### src/rtl/stream_mux_rr.sv
// N_CH-to-1 valid/ready stream mux with fixed-select or round-robin arbitration; `STREAM_MUX_LOCK_EN adds in_last/out_last packet lock.
// Registered output, 1-cycle latency at 1 word/cycle; in_ready follows out_ready combinationally and is all low while the output stalls.
module stream_mux_rr #(
   parameter  int N_CH   = 4,
   parameter  int DATA_W = 2,
   localparam int SEL_W  = (N_CH > 1) ? $clog2(N_CH) : 1
) (
   input  logic                   clk,
   input  logic                   rst_n,
   input  logic                   mode,
   input  logic [SEL_W-1:0]       sel,
   input  logic [N_CH*DATA_W-1:0] in_data,
   input  logic [N_CH-1:0]        in_valid,
   output logic [N_CH-1:0]        in_ready,
`ifdef STREAM_MUX_LOCK_EN
   input  logic [N_CH-1:0]        in_last,
   output logic                   out_last,
`endif
   output logic [DATA_W-1:0]      out_data,
   output logic                   out_valid,
   input  logic                   out_ready,
   output logic [SEL_W-1:0]       out_ch
);

   logic              r_out_vld;
   logic [DATA_W-1:0] r_out_dat;
   logic [SEL_W-1:0]  r_out_ch;
   logic [SEL_W-1:0]  r_rr_ptr;

   logic              w_load_en;
   logic              w_grant_vld;
   logic [SEL_W-1:0]  w_grant_idx;
   logic [DATA_W-1:0] w_grant_dat;
   logic [SEL_W-1:0]  w_rr_next;
   logic              w_hi_vld;
   logic [SEL_W-1:0]  w_hi_idx;
   logic              w_lo_vld;
   logic [SEL_W-1:0]  w_lo_idx;

`ifdef STREAM_MUX_LOCK_EN
   logic              r_locked;
   logic [SEL_W-1:0]  r_lock_ch;
   logic              r_out_last;
   logic              w_grant_last;
`endif

   assign w_load_en = !r_out_vld || out_ready;

   // Round-robin: lowest valid at or above rr_ptr, else wrap to lowest valid overall.
   always_comb begin
      w_hi_vld = 1'b0;
      w_hi_idx = '0;
      w_lo_vld = 1'b0;
      w_lo_idx = '0;
      for (int i = N_CH - 1; i >= 0; i--) begin
         if (in_valid[i]) begin
            w_lo_vld = 1'b1;
            w_lo_idx = SEL_W'(i);
            if (SEL_W'(i) >= r_rr_ptr) begin
               w_hi_vld = 1'b1;
               w_hi_idx = SEL_W'(i);
            end
         end
      end
   end

   always_comb begin
      w_grant_vld = 1'b0;
      w_grant_idx = '0;
`ifdef STREAM_MUX_LOCK_EN
      if (r_locked) begin
         for (int i = 0; i < N_CH; i++) begin
            if (r_lock_ch == SEL_W'(i) && in_valid[i]) begin
               w_grant_vld = 1'b1;
               w_grant_idx = SEL_W'(i);
            end
         end
      end else
`endif
      if (!mode) begin
         for (int i = 0; i < N_CH; i++) begin
            if ((N_CH == 1 || sel == SEL_W'(i)) && in_valid[i]) begin
               w_grant_vld = 1'b1;
               w_grant_idx = SEL_W'(i);
            end
         end
      end else begin
         w_grant_vld = w_lo_vld;
         w_grant_idx = w_hi_vld ? w_hi_idx : w_lo_idx;
      end
   end

   always_comb begin
      w_grant_dat = '0;
      in_ready    = '0;
`ifdef STREAM_MUX_LOCK_EN
      w_grant_last = 1'b0;
`endif
      for (int i = 0; i < N_CH; i++) begin
         if (w_grant_idx == SEL_W'(i)) begin
            w_grant_dat = in_data[i*DATA_W +: DATA_W];
            in_ready[i] = w_load_en && w_grant_vld;
`ifdef STREAM_MUX_LOCK_EN
            w_grant_last = in_last[i];
`endif
         end
      end
   end

   assign w_rr_next = (w_grant_idx == SEL_W'(N_CH - 1)) ? '0 : w_grant_idx + 1'b1;

   always_ff @(posedge clk or negedge rst_n) begin
      if (!rst_n) begin
         r_out_vld <= 1'b0;
         r_out_dat <= '0;
         r_out_ch  <= '0;
         r_rr_ptr  <= '0;
`ifdef STREAM_MUX_LOCK_EN
         r_locked   <= 1'b0;
         r_lock_ch  <= '0;
         r_out_last <= 1'b0;
`endif
      end else if (w_load_en) begin
         r_out_vld <= w_grant_vld;
         if (w_grant_vld) begin
            r_out_dat <= w_grant_dat;
            r_out_ch  <= w_grant_idx;
            r_rr_ptr  <= w_rr_next;
`ifdef STREAM_MUX_LOCK_EN
            r_locked   <= !w_grant_last;
            r_lock_ch  <= w_grant_idx;
            r_out_last <= w_grant_last;
`endif
         end
      end
   end

   assign out_valid = r_out_vld;
   assign out_data  = r_out_dat;
   assign out_ch    = r_out_ch;
`ifdef STREAM_MUX_LOCK_EN
   assign out_last  = r_out_last;
`endif

endmodule

### config.mk
export PLATFORM = sky130hd
export DESIGN_NAME = stream_mux_rr
export DESIGN_NICKNAME = d
export VERILOG_FILES = /design/src/rtl/stream_mux_rr.sv
export SDC_FILE = /design/constraint.sdc
export NUM_CORES = 1
export LEC_CHECK = 0
export CAP_MARGIN = 0
export CORE_ASPECT_RATIO = 0.9
export CORE_UTILIZATION = 37
export CTS_CLUSTER_DIAMETER = 100
export CTS_CLUSTER_SIZE = 12
export DETAILED_ROUTE_END_ITERATION = 6
export PLACE_DENSITY = 0.81
export SETUP_SLACK_MARGIN = 0.02
export SLEW_MARGIN = 40
export SYNTH_ARGS = -nofsm -noshare
export SYNTH_HDL_FRONTEND = slang
export SYNTH_SLANG_ARGS = --single-unit
### constraint.sdc
create_clock -name clk -period 3.7 [get_ports clk]
set_clock_uncertainty 0.1 [all_clocks]
set_input_delay 1.11 -clock clk [delete_from_list [all_inputs] [get_ports clk]]
set_output_delay 1.11 -clock clk [all_outputs]
set_load 0.005 [all_outputs]
* After elaboration in Yosys (flattened, before gate mapping)
Cells that the tools add are included.
** Cells by class
- Div/mod/pow operators :: 0
- Equality and inequality tests :: 6
- Order comparisons :: 4
- $mul :: 0
- Add/sub/neg operators :: 1
- Reductions and logical operators :: 10
- Bitwise logic cells :: 0
- Shift-type cells :: 0
- Mux-type cells :: 43
** Operators with widths (number)
- 2-to-1 mux 2 bit :: 21
- 2-to-1 mux 1 bit :: 22
- equality test 2 bit (second input constant) :: 4
- logical AND 1 bit :: 5
- equality test 2 x 1 -> 1 bit (second input constant) :: 2
- greater-or-equal comparator 1 x 2 -> 1 bit (first input constant) :: 2
- greater-or-equal comparator 2 bit (first input constant) :: 2
- zero test 2 bit :: 2
- adder 2 x 1 -> 2 bit (second input constant) :: 1
- AND reduction 2 bit :: 1
- zero test 1 bit :: 1
- logical OR 1 bit :: 1
** Storage, ports and cells
- Latch bits :: 0
- Memories :: 0
- Register bits after elaboration :: 7
- Output and inout bits :: 9
- Bits of input ports :: 18
- ROM bits :: 0
- Memory bits (writable) :: 0

* Depth between registers and ports, before layout
- Word-level depth :: 16
- Depth in mapped cells :: 10
- Depth with buffers taken out :: 9

* Worst setup path before layout
Ideal clock, no wire load.
- Path kind :: input to output
- Start :: input mode
- End :: output in_ready[2]
- Data required time :: 2.490 ns
- Buffers on the path :: 1
- Data arrival time :: 2.267 ns
- Cell stages on the path :: 7
- Slack :: 0.223 ns
- Cell sequence :: buf_2 nor2b_1 o21ai_0 o32a_2 inv_1 ha_1 and3_1
** On the way
- Longest elaborated chain between the ends :: 3
- Elaborated cells between the ends (all ways) :: 5
** RTL lines
- from (decl) :: line 10 : input logic mode,
- 2-to-1 mux 2 bit :: line 80 : if (!mode) begin
- named net w_grant_idx[0] :: line 32 : logic [SEL_W-1:0] w_grant_idx;
- equality test 2 bit :: line 100 : if (w_grant_idx == SEL_W'(i)) begin
- 2-to-1 mux 1 bit :: line 100
- to (decl) :: line 14 : output logic [N_CH-1:0] in_ready,
The timed path passes the listed nets, and every way through them passes these cells.

* Final worst setup path
- Start :: input in_valid[0]
- End :: output in_ready[1]
** On the way
- Longest elaborated chain between the ends :: 8
- Elaborated cells between the ends (all ways) :: 15
** RTL lines
- from (decl) :: line 13 : input logic [N_CH-1:0] in_valid,
- logical AND 1 bit :: line 82 : if ((N_CH == 1 || sel == SEL_W'(i)) && in_valid[i]) begin
- 2-to-1 mux 1 bit (4 in series) :: line 82
- 2-to-1 mux 1 bit :: line 80
- logical AND 1 bit :: line 102 : in_ready[i] = w_load_en && w_grant_vld;
- 2-to-1 mux 1 bit * :: line 100
Every way passes the cells marked *; elsewhere a longest branch is shown, timed or not.

==> results.md <==
* Vias per Instance at 5.53
* Post-route setup slack at -0.000431 ns
* Total CTS buffers at 3
* Yosys synthesis warning count at 0
* DRT iter0 DRCs at 21
* Clock latency at the later pin of the worst-skew pair at 0.25 ns
* Kind of critical path: input pin to primary output
* Count of cell types in the netlist at 28
* Layout cell share with drive strength beyond 1 at 46.0%
* PortBufs at 26
* Synth Area in Simple Gates at 18.4%
* Gr ovfl total at 0
* Metal-1 WL at 892 microns
* Largest net degree at the start of global routing at 8
* Number of flops mapped to enable cells by yosys at 0
* RSZ-0062 raised after global routing: true
* CTS root buffer: clkbuf_4
* Syn_area_per_cell at 8.59 sq um
* Routed via count at 819
* Dominant synthesized flop cell: dfrtp_1
* Antenna-violating nets left at 0
* Measured slew at the worst slew-check pin at 0.388 ns
* Placer congestion estimate at 0.740
* VDD IR max at 0.000338 V
* Asr flop ratio synth at 100%
* Mapped Nets at 95
* Main combinational cell family by area after synthesis: compound AO/OA/AOI/OAI gates
* XOR/XNOR Fraction of Synth Area at 0%
* Critical hold path startpoint: out_data[0]
* Number of diodes at 0
* Sequential fraction of the synthesis area at 27.9%
* Fin crit period at 3.70 ns
* Pwr Total at 0.467 mW
* Synth area leaders: dfrtp_1 (28%), a21oi_1 (8.8%), ha_1 (8.0%)
* CP required at 2.49 ns
* Highest metal used: met4
* CP startpoint: in_valid[0]
* Dominant cell type by area after synthesis: dfrtp_1
* Final wirelength at 2320 microns
* Register Area at 175 sq um
* Crit path launch type: input pin
* Filler Cell Count at 90
* DR pass1 iterations at 4
* Cell area after synthesis at 627 sq um
* Crit Path Max Fanout at 4
* First-pass GRT wire length at 3390 microns
* Power per Cell Area at 386 mW/mm^2
* Die width at 45.4 microns
* RR Startpoint: r_rr_ptr[1]
* Area post-placement at 0.00107 sq mm
* Synth Area in Compound Gates at 30.3%
* Max cap viols at 0
* CP endpoint kind: primary output
* Synth top area share at 27.9%
* Layout area overhead at 93.0%
* Period Utilization, post-route at 100%
* Initial antenna violation count at 0
* H-tree levels at 1
* Gr usage total at 27.3%
* Failing checks: setup timing
* Util after Layout at 80.0%
* Initial Util at 41.4%
* Per-cell routed wire length at 15.7 microns
* Slew HR at 74.1%
* DR WL met3 at 149 microns
* Io pins at 27
* DRC Markers at 0
* Post-Layout Inst Area at 0.00121 sq mm
* Syn Inst Count at 73
* Clock slew at reported path FFs at 0.05 ns
* Final Hold Fails at 0
* Seq cells post-synth at 7
* Final Setup Violations at 1
* Nets at 149
* CTS tree: built
* Met2 WL at 1160 microns
* Die area at 0.00186 sq mm
* Leakage at 0.557 nW
* Dpl hpwl at 1440 microns
* Cell row count at 13
* Area of the multi-input gates at 537 sq um
* Fmax at 270 MHz
* Post-synthesis adder-cell area fraction at 7.98%
* Die height at 41.1 microns
* Critical path arrival at 2.49 ns
* Hold Crit Class: flop to flop
* Number of global-route vias before repair at 777
* Longest Clk Path Bufs at 2
* TritonCTS Sinks at 7
* Pins Over Slew Limit at 0
* Core Region at 0.00151 sq mm
* Mux cell area share after synthesis at 11.0%
* Post-Place Setup Slack at -0.683 ns
* Status: finished, violations left
[state kept, by name (all words and copies together), names as in the netlist]
name,cells
r_rr_ptr,2
out_data,2
out_valid,1
out_ch,2
[layer usage]
| metal | GRT usage (%) | up-vias |
|---|---|---|
| met3 | 4.85 | 13 |
| met5 | 0 | - |
| met4 | 21.2 | 0 |
| li1 | - | 376 |
| met1 | 29.6 | 388 |
| met2 | 48.2 | 42 |
[synthesized netlist by cell type, types with 2 or more instances]
library cell,number
nand2b_1,2
a21o_1,2
and3_1,4
dfrtp_1,7
a21oi_1,11
o21ai_0,5
nand2_1,5
inv_1,6
mux2_1,2
a22o_1,3
nor2b_1,5
ha_1,4
mux2i_1,2
[area by class of cell]
cell class | instances | area share [%]
Clock buffer | 4 | 2.17
Inverter | 6 | 2.07
Timing Repair Buffer | 50 | 34.6
Tap cell | 22 | 2.28
Multi-Input combinational cell | 59 | 44.4
Sequential cell | 7 | 14.5
[logic make-up (layout without fill, tap and decap cells)]
kind of cell | Yosys count | in the layout
AO/OA/AOI/OAI | 28 | 28
AND/OR/NAND/NOR | 21 | 21
flip-flops | 7 | 7
buffers and inverters | 7 | 60
multiplexers | 6 | 6
adder cells (fa/ha/maj) | 4 | 4
[layout by cell type (no fill, tap or decap), types with 4 or more instances in the layout]
master / count
a21oi_1: 9
buf_4: 24
clkdlybuf4s50_1: 15
dfrtp_1: 7
ha_4: 4
inv_1: 4
nand2_1: 4
o21ai_0: 4
[worst max-delay path, cell delays in order]
cell	delay, ns
clkdlybuf4s15_2	0.24
nand2b_4	0.07
a21oi_2	0.18
o21a_1	0.22
and2_4	0.20
ha_4	0.13
and3_1	0.13
clkdlybuf4s15_1	0.20
[power by group]
| group | total (mW) | internal (mW) | switching [mW] |
|---|---|---|---|
| clock | 0.0672 | 0.0410 | 0.0262 |
| sequential | 0.127 | 0.102 | 0.0254 |
| combinational | 0.273 | 0.159 | 0.114 |
[path summary, 6_finish.rpt]
| kind | to | slack [ns] | depth (start not counted) |
|---|---|---|---|
| max | in_ready[1] | -0.0004 | 8 |
| min | out_data[0] | 0.39 | 1 |
| max reg2reg | out_data[1] | 1.05 | 9 |
| min reg2reg | out_data[0] | 0.39 | 1 |
| max in group asynchronous | out_data[1] | 2.26 | 1 |
| min in group asynchronous | out_valid | 1.01 | 1 |
[what timing repair did]
action | 4_1_cts | 5_1_grt
endpoints found under the setup margin | 4 | 4
gates resized for setup | 51 | 11
cloned | 0 | 0
pin swaps | 3 | 4
buffers inserted | 2 | 1
hold buffers | 0 | 0
[through the flow]
step | setup TNS (ns) | hold slack (ns) | cells
2_1_floorplan | 0 | 0.383 | 73
3_3_place_gp | -2.40 | 0.370 | 141
3_5_place_dp | -2.56 | 0.382 | 141
4_1_cts | 0 | 0.393 | 147
5_1_grt | -0.0385 | 0.429 | 148
6_report | -0.000431 | 0.393 | 148
Power figures use the tool's default switching activity.
